**src/rtl/tour_cmd_seq.sv**
```systemverilog
// Replays a solved knight's tour as Y/X move-command pairs, otherwise forwards UART commands.
// Optional macro TOUR_ABORT_EN: a UART command with opcode 4'hF aborts a tour in progress.
module tour_cmd_seq #(
    parameter int unsigned MAX_MOVES = 24,
    parameter int unsigned IDX_W     = 5
) (
    input  logic             clk,
    input  logic             rst,
    input  logic             start_tour,
    input  logic [IDX_W-1:0] tour_len,
    input  logic [7:0]       move,
    output logic [IDX_W-1:0] mv_indx,
    input  logic [15:0]      cmd_UART,
    input  logic             cmd_rdy_UART,
    output logic [15:0]      cmd,
    output logic             cmd_rdy,
    input  logic             clr_cmd_rdy,
    input  logic             send_resp,
    output logic [7:0]       resp,
    output logic             busy
);

    localparam logic [7:0] HDG_N     = 8'h00;
    localparam logic [7:0] HDG_W     = 8'h3F;
    localparam logic [7:0] HDG_S     = 8'h7F;
    localparam logic [7:0] HDG_E     = 8'hBF;
    localparam logic [7:0] RESP_DONE = 8'hA5;
    localparam logic [7:0] RESP_BUSY = 8'h5A;
    localparam logic [IDX_W-1:0] MAX_IDX = IDX_W'(MAX_MOVES);

    typedef enum logic [2:0] {
        IDLE    = 3'd0,
        V_ISSUE = 3'd1,
        V_WAIT  = 3'd2,
        H_ISSUE = 3'd3,
        H_WAIT  = 3'd4
    } state_t;

    state_t           state_q, state_d;
    logic [IDX_W-1:0] mv_indx_q, mv_indx_d;
    logic [IDX_W-1:0] last_q, last_d;
    logic             busy_q, busy_d;

    logic [2:0]       sel;
    logic [7:0]       y_hdg, x_hdg;
    logic [3:0]       y_sq, x_sq;
    logic [IDX_W-1:0] len_clamped;
    logic [15:0]      y_cmd, x_cmd;
    logic             abort_c;

    // Lowest set bit wins; an all-zero move falls back to bit 0.
    always_comb begin
        sel = 3'd0;
        for (int i = 7; i >= 0; i--) begin
            if (move[i]) sel = 3'(i);
        end
    end

    always_comb begin
        y_hdg = HDG_N;
        y_sq  = 4'd2;
        x_hdg = HDG_E;
        x_sq  = 4'd1;
        case (sel)
            3'd0: begin y_hdg = HDG_N; y_sq = 4'd2; x_hdg = HDG_E; x_sq = 4'd1; end
            3'd1: begin y_hdg = HDG_N; y_sq = 4'd2; x_hdg = HDG_W; x_sq = 4'd1; end
            3'd2: begin y_hdg = HDG_N; y_sq = 4'd1; x_hdg = HDG_W; x_sq = 4'd2; end
            3'd3: begin y_hdg = HDG_S; y_sq = 4'd1; x_hdg = HDG_W; x_sq = 4'd2; end
            3'd4: begin y_hdg = HDG_S; y_sq = 4'd2; x_hdg = HDG_W; x_sq = 4'd1; end
            3'd5: begin y_hdg = HDG_S; y_sq = 4'd2; x_hdg = HDG_E; x_sq = 4'd1; end
            3'd6: begin y_hdg = HDG_S; y_sq = 4'd1; x_hdg = HDG_E; x_sq = 4'd2; end
            default: begin y_hdg = HDG_N; y_sq = 4'd1; x_hdg = HDG_E; x_sq = 4'd2; end
        endcase
    end

    assign y_cmd       = {4'h2, y_hdg, y_sq};
    assign x_cmd       = {4'h3, x_hdg, x_sq};
    assign len_clamped = (tour_len > MAX_IDX) ? MAX_IDX : tour_len;

`ifdef TOUR_ABORT_EN
    assign abort_c = (state_q != IDLE) && cmd_rdy_UART && (cmd_UART[15:12] == 4'hF);
`else
    assign abort_c = 1'b0;
`endif

    always_ff @(posedge clk or posedge rst) begin
        if (rst) begin
            state_q   <= IDLE;
            mv_indx_q <= '0;
            last_q    <= '0;
            busy_q    <= 1'b0;
        end else begin
            state_q   <= state_d;
            mv_indx_q <= mv_indx_d;
            last_q    <= last_d;
            busy_q    <= busy_d;
        end
    end

    // Next state plus the combinational command/response mux.
    always_comb begin
        state_d   = state_q;
        mv_indx_d = mv_indx_q;
        last_d    = last_q;
        cmd       = 16'h0000;
        cmd_rdy   = 1'b0;
        resp      = RESP_BUSY;
        case (state_q)
            IDLE: begin
                cmd     = cmd_UART;
                cmd_rdy = cmd_rdy_UART;
                resp    = RESP_DONE;
                if (start_tour && (tour_len != '0)) begin
                    last_d    = len_clamped - IDX_W'(1);
                    mv_indx_d = '0;
                    state_d   = V_ISSUE;
                end
            end
            V_ISSUE: begin
                cmd     = y_cmd;
                cmd_rdy = 1'b1;
                if (clr_cmd_rdy) state_d = V_WAIT;
            end
            V_WAIT: begin
                cmd = y_cmd;
                if (send_resp) state_d = H_ISSUE;
            end
            H_ISSUE: begin
                cmd     = x_cmd;
                cmd_rdy = 1'b1;
                if (clr_cmd_rdy) state_d = H_WAIT;
            end
            H_WAIT: begin
                cmd = x_cmd;
                if (mv_indx_q == last_q) resp = RESP_DONE;
                if (send_resp) begin
                    if (mv_indx_q == last_q) begin
                        state_d = IDLE;
                    end else begin
                        mv_indx_d = mv_indx_q + IDX_W'(1);
                        state_d   = V_ISSUE;
                    end
                end
            end
            default: state_d = IDLE;
        endcase
        if (abort_c) begin
            state_d   = IDLE;
            mv_indx_d = '0;
            cmd_rdy   = 1'b0;
            resp      = RESP_DONE;
        end
        busy_d = (state_d != IDLE);
    end

    assign mv_indx = mv_indx_q;
    assign busy    = busy_q;

endmodule

```
**config.mk**
```make
export PLATFORM = sky130hd
export DESIGN_NAME = tour_cmd_seq
export DESIGN_NICKNAME = d
export VERILOG_FILES = /design/src/rtl/tour_cmd_seq.sv
export SDC_FILE = /design/constraint.sdc
export NUM_CORES = 1
export LEC_CHECK = 0
export ABC_CLOCK_PERIOD_IN_PS = 4140
export CELL_PAD_IN_SITES_DETAIL_PLACEMENT = 2
export CELL_PAD_IN_SITES_GLOBAL_PLACEMENT = 2
export CORE_MARGIN = 3
export CORE_UTILIZATION = 22
export DETAILED_ROUTE_END_ITERATION = 12
export PLACE_DENSITY_LB_ADDON = 0.1
export SLEW_MARGIN = 20
export SYNTH_ARGS = -nofsm -noshare
export SYNTH_HDL_FRONTEND = slang
export SYNTH_SLANG_ARGS = --single-unit
```
**constraint.sdc**
```tcl
create_clock -name clk -period 4.14 [get_ports clk]
set_input_delay 0.621 -clock clk [delete_from_list [all_inputs] [get_ports clk]]
set_output_delay 0.621 -clock clk [all_outputs]
set_load 0.01 [all_outputs]
```
**Word-level counts from Yosys, hierarchy flattened**

Index checks and enable logic that the tools add are counted.

- Register bits: 14
- Input bits: 35
- Word-level logic and storage cells: 63

- Equality and inequality tests: 14
- Reduce and logical (&&, ||, !) cells: 14
- Add/subtract/negate cells: 2
- Order comparisons: 1
- Mux-type cells: 28

Operators with widths:

| cell | count |
|---|---|
| one-hot mux 16 bit (3 select lines) | 1 |
| 2-to-1 mux 3 bit | 13 |
| 2-to-1 mux 5 bit | 4 |
| 2-to-1 mux 8 bit | 2 |
| one-hot mux 8 bit (2 select lines) | 1 |
| one-hot mux 3 bit (5 select lines) | 1 |
| equality test 3 x 2 -> 1 bit, second input constant | 4 |
| equality test 3 bit, second input constant | 4 |
| OR reduction 4 bit | 3 |
| one-hot mux 5 bit (2 select lines) | 1 |
| 2-to-1 mux 7 bit | 1 |
| equality test 3 x 1 -> 1 bit, second input constant | 2 |
| logical NOT 3 bit | 2 |
| != test 2 bit, second input constant | 3 |
| OR reduction 2 bit | 3 |
| adder 5 x 1 -> 5 bit, second input constant | 1 |
| equality test 5 bit | 1 |
| greater-than comparator 5 bit, second input constant | 1 |
| nonzero test 5 bit | 1 |
| subtractor 5 x 1 -> 5 bit, second input constant | 1 |
| 2-to-1 mux 2 bit | 2 |
| AND reduction 4 bit | 1 |
| nonzero test 3 bit | 1 |
| one-hot mux 1 bit (2 select lines) | 1 |
| other kinds (4) | 4 |

**Depth between registers and ports, before layout**

- Word-level depth: 12
- Gate-level depth with buffers: 7

**Worst setup path after synthesis**

OpenSTA, ideal clock, no wires.

- Kind: reg2out
- Start: reg mv_indx_q[1] (netlist: mv_indx[1])
- End: out resp[3]
- Arrival: 1701 ps
- Path slack: 1818 ps
- Buffers on the path: 1
- Cell stages (with the launch flop): 7
- Cell sequence: dfrtp_1 -> xor2_1 -> nor3_2 -> nand2_1 -> a21oi_1 -> inv_1 -> buf_4

- Longest elaborated chain between the ends: 3

Ends and longest elaborated chain:

| what | line | RTL |
|---|---|---|
| start: declaration | 40 | `logic [IDX_W-1:0] mv_indx_q, mv_indx_d;` |
| start signal: assignment | 94 | `mv_indx_q <= mv_indx_d;` |
| equality test 5 bit | 135 | `if (mv_indx_q == last_q) resp = RESP_DONE;` |
| 2-to-1 mux 8 bit | 135 |  |
| one-hot mux 8 bit (2 select lines) | 108 | `case (state_q)` |
| end: declaration | 19 | `output logic [7:0] resp,` |

Every way passes these cells.

**Worst setup path after layout**

- Start: in move[6]
- End: out cmd[0]

- Longest elaborated chain between the ends: 11
- Elaborated cells on any way between the ends: 15
- Those cells by class: 3 x eq/ne; 10 x mux; 2 x reduce/logical

Ends and longest elaborated chain:

| what | line | RTL |
|---|---|---|
| start: declaration | 11 | `input logic [7:0] move,` |
| 2-to-1 mux 3 bit (*) (7 in a row) | 55 | `if (move[i]) sel = 3'(i);` |
| equality test 3 bit (tied with other cells) | 64 | `case (sel)` |
| OR reduction 4 bit (no source line) (*) | n/a |  |
| 2-to-1 mux 2 bit | 64 |  |
| one-hot mux 16 bit (3 select lines) (*) | 108 |  |
| end: declaration | 15 | `output logic [15:0] cmd,` |

Every way passes the cells marked *; elsewhere a longest branch is shown, timed or not.

==> tab_implementation.tex <==
\begin{tabular}{lr}
\hline
Metric & Value \\
\hline
\multicolumn{2}{l}{\textbf{Outcome}} \\
Result of the run & finished clean \\
\multicolumn{2}{l}{\textbf{CTS}} \\
Number of sinks driven by the clock tree & 14 \\
Clock tree from TritonCTS & built \\
Maximum buffer depth of the clock tree & 2 \\
Clock input transition at the sequential cells of the worst setup and hold paths & 60 ps \\
Hold bufs inserted after CTS & 0 \\
CTS root buf & sky130\_fd\_sc\_hd\_\_clkbuf\_8 \\
CTS Buf Count & 3 \\
Setup repair bufs after CTS & 0 \\
Clk\_lat worst skew & 240 ps \\
Level count of the clock H-tree & 1 \\
\# resized after CTS & 0 \\
\multicolumn{2}{l}{\textbf{Drt}} \\
Residual DRC count & 0 \\
Initial DRC Count & 31 \\
Drt first pass iters & 4 \\
DRT Wirelength & 4780 microns \\
Via density per instance & 4.96 \\
Antenna-violating nets left & 0 \\
Total number of vias & approximately 1.4k \\
Routed length per placed instance & 16.8 microns \\
\multicolumn{2}{l}{\textbf{Critical path}} \\
Worst-case register-to-register setup slack & 2080 ps \\
WS Path Type & input pin to primary output \\
Required time of the critical path & around 3500 ps \\
CP Capture Type & primary output \\
Worst path arrival time & 2860 ps \\
Type of element launching the critical path & input pin \\
CP max FO & 4 \\
\multicolumn{2}{l}{\textbf{Placed design}} \\
GP Congestion & between 0.7 and 0.8 \\
Placed wire-length estimate & about 4000 microns \\
Area after detailed placement & 1900 sq um \\
Count of buffers from port buffering & 65 \\
Number of placed instances, taps included & 281 \\
\multicolumn{2}{l}{\textbf{Synthesis}} \\
Area share of xor/xnor cells in the synthesized design & 0.0706 \\
Most repeated cell in the gate-level netlist after synthesis & sky130\_fd\_sc\_hd\_\_nand2\_1 \\
Proportion of synthesized chip area in sequential cells & 0.283 \\
Commonest register cell after synthesis & sky130\_fd\_sc\_hd\_\_dfrtp\_1 \\
Synth cell types & 45 \\
Post-synthesis compound-gate area fraction & 0.281 \\
Main combinational cell family by area after synthesis & compound AO/OA/AOI/OAI gates \\
Proportion of register bits with asynchronous set or reset after synthesis & 1.00 \\
Post-synthesis share of cell area spent on and, or, nand and nor gates & 0.247 \\
Biggest area consumer among synthesized cells & sky130\_fd\_sc\_hd\_\_dfrtp\_1 \\
Average instance area after synthesis & about 7.8 sq um \\
Fraction of synthesized cell area taken by the top area cell type & 0.283 \\
Synth top cells by count & 25 x sky130\_fd\_sc\_hd\_\_nand2\_1, 14 x sky130\_fd\_sc\_hd\_\_dfrtp\_1, 13 x sky130\_fd\_sc\_hd\_\_a21oi\_1, 13 x sky130\_fd\_sc\_hd\_\_nor2\_1 \\
Number of enable flip-flop cells after synthesis & 0 \\
Count of yosys warnings during synthesis & 0 \\
Adder-cell area share of the yosys netlist & 0.0202 \\
Nets in the synthesized netlist & 196 \\
Post-synthesis register bit count & 14 \\
Biggest area contributors in the synthesized netlist & sky130\_fd\_sc\_hd\_\_dfrtp\_1 28\%, sky130\_fd\_sc\_hd\_\_nand2\_1 7.6\%, sky130\_fd\_sc\_hd\_\_o31ai\_1 5.4\%, sky130\_fd\_sc\_hd\_\_a21oi\_1 5.2\%, sky130\_fd\_sc\_hd\_\_xor2\_1 4.9\% \\
Post-Syn Area & 1240 sq um \\
Syn Inst Count & 159 \\
Multiplexer fraction of the synthesized cell area & 0.00807 \\
\multicolumn{2}{l}{\textbf{Die}} \\
Die height & roughly 81 microns \\
Initial core utilization & 0.235 \\
IO Count & 66 \\
Area of the core & 5270 sq um \\
Horizontal die dimension & 81.1 microns \\
Full die area & approximately 6600 sq um \\
Placement Rows & 26 \\
\multicolumn{2}{l}{\textbf{Timing}} \\
RSZ-0062 raised after global routing & no \\
Max Clock Freq & 288 MHz \\
Max-slew violations & 0 \\
Total negative setup slack & 0 ps \\
Transition time at the pin with the least slew margin & 817 ps \\
Final clock period utilization by the worst path & 0.840 \\
Setup Viol. Count Final & 0 \\
Worst-case clock skew & 1.26 ps \\
Worst relative slew slack & 0.456 \\
Tmin final & 3480 ps \\
Count of final hold-check violations & 0 \\
\multicolumn{2}{l}{\textbf{GRT}} \\
Global route overflow & 0 \\
Number of antenna violations at the first check in global routing & 0 \\
Number of global-route vias before repair & between 1.5k and 2k \\
Total global routing track utilization & 0.153 \\
First-pass GRT wire length & 8020 microns \\
Maximum number of pins on one net before global-route repair & 25 \\
\multicolumn{2}{l}{\textbf{Cells and area}} \\
Filler Cells Inserted & 609 \\
Area of all placed cells without fillers & between 1500 and 2000 sq um \\
Filler-free cell count of the finished design & 284 \\
Antenna Diode Count & 0 \\
Final \#Nets & 253 \\
Fraction of final layout cells with drive strength greater than 1 & 0.0607 \\
P\&R area growth vs syn & 56.8\% \\
\multicolumn{2}{l}{\textbf{Power}} \\
Power density relative to cell area & 649 nW/um\^{}2 \\
Standby leakage power & between 0.7 and 0.8 nW \\
Worst VDD drop & 0.248 mV \\
\multicolumn{2}{l}{\textbf{Run}} \\
Max-cap violations & 0 \\
\multicolumn{2}{l}{\textbf{Worst hold path}} \\
Min-Delay Path Class & register to register \\
\hline
\end{tabular}
[cell families after synthesis]
group                      Yosys count
and+or+nand+nor                     58
AOI/OAI and AO/OA                   52
buffers and inverters               22
DFF                                 14
xor gates and xnor gates            10
adders and majority gates            2
muxes                                1
[critical path: stages]
cell	delay [ps]
sky130_fd_sc_hd__clkdlybuf4s50_1	480
sky130_fd_sc_hd__nor2_1	50
sky130_fd_sc_hd__o31ai_1	360
sky130_fd_sc_hd__nand2_1	210
sky130_fd_sc_hd__o2111a_1	280
sky130_fd_sc_hd__a311oi_1	240
sky130_fd_sc_hd__clkdlybuf4s50_1	610
[per-layer routing]
metal,wire [microns],GRT usage,vias to the layer above
li1,-,-,683
met1,2030,0.184,673
met2,2450,0.279,50
met3,266,0.0266,4
met4,44,0.0405,0
met5,0,0,-
[sequential cells by signal, summed over array words and instances, names as in the netlist]
name / cells
last_q: 5
mv_indx: 5
state_q: 3
busy: 1
[metrics by stage]
| stage | hold slack, ps | utilization | total power, mW | worst slack [ps] |
|---|---|---|---|---|
| floorplan | 463 | - | 0.754 | 1820 |
| global placement | 482 | 0.361 | 1.13 | 704 |
| detailed placement | 510 | 0.361 | 1.16 | 635 |
| CTS | 524 | 0.369 | 1.28 | 640 |
| global route | 567 | 0.369 | 1.37 | 468 |
| finish | 517 | 0.369 | 1.26 | 662 |
[where the power goes]
group	total, mW	internal [mW]	switching (mW)
clock	0.113	0.0643	0.0487
sequential	0.274	0.180	0.0945
combinational	0.875	0.453	0.422
total	1.26	0.697	0.565
[path summary, 6_finish.rpt]
path	start	to	cells past startpoint
max	move[6]	cmd[0]	7
min reg2reg	last_q[1]	last_q[1]	2
max in group asynchronous	rst	busy	2
min in group asynchronous	rst	mv_indx[4]	2
min	last_q[1]	last_q[1]	2
max reg2reg	state_q[2]	mv_indx[0]	5
[layout make-up]
type                            count  area (sq um)  share of cell area
Tap cell                           70          87.6              0.0450
Timing Repair Buffer               66           658               0.338
Sequential cell                    14           350               0.180
Multi-Input combinational cell    123           777               0.400
Inverter                            8          30.0              0.0154
Clock buffer                        3          41.3              0.0212
[cells in the final DEF, fill, tap and decap left out, drive strengths merged, types with 2 or more instances in the layout]
| cell | n |
|---|---|
| a21oi | 13 |
| a31oi | 2 |
| and3 | 6 |
| clkbuf | 3 |
| clkdlybuf4s50 | 65 |
| clkinv | 2 |
| dfrtp | 14 |
| ha | 2 |
| inv | 6 |
| nand2 | 25 |
| nand3 | 2 |
| nor2 | 13 |
| nor3 | 4 |
| nor3b | 2 |
| o21ai | 12 |
| o22a | 2 |
| o22ai | 2 |
| o31ai | 9 |
| o41ai | 2 |
| xnor2 | 3 |
| xor2 | 7 |
Note: power is estimated with default switching activity, not from simulation.
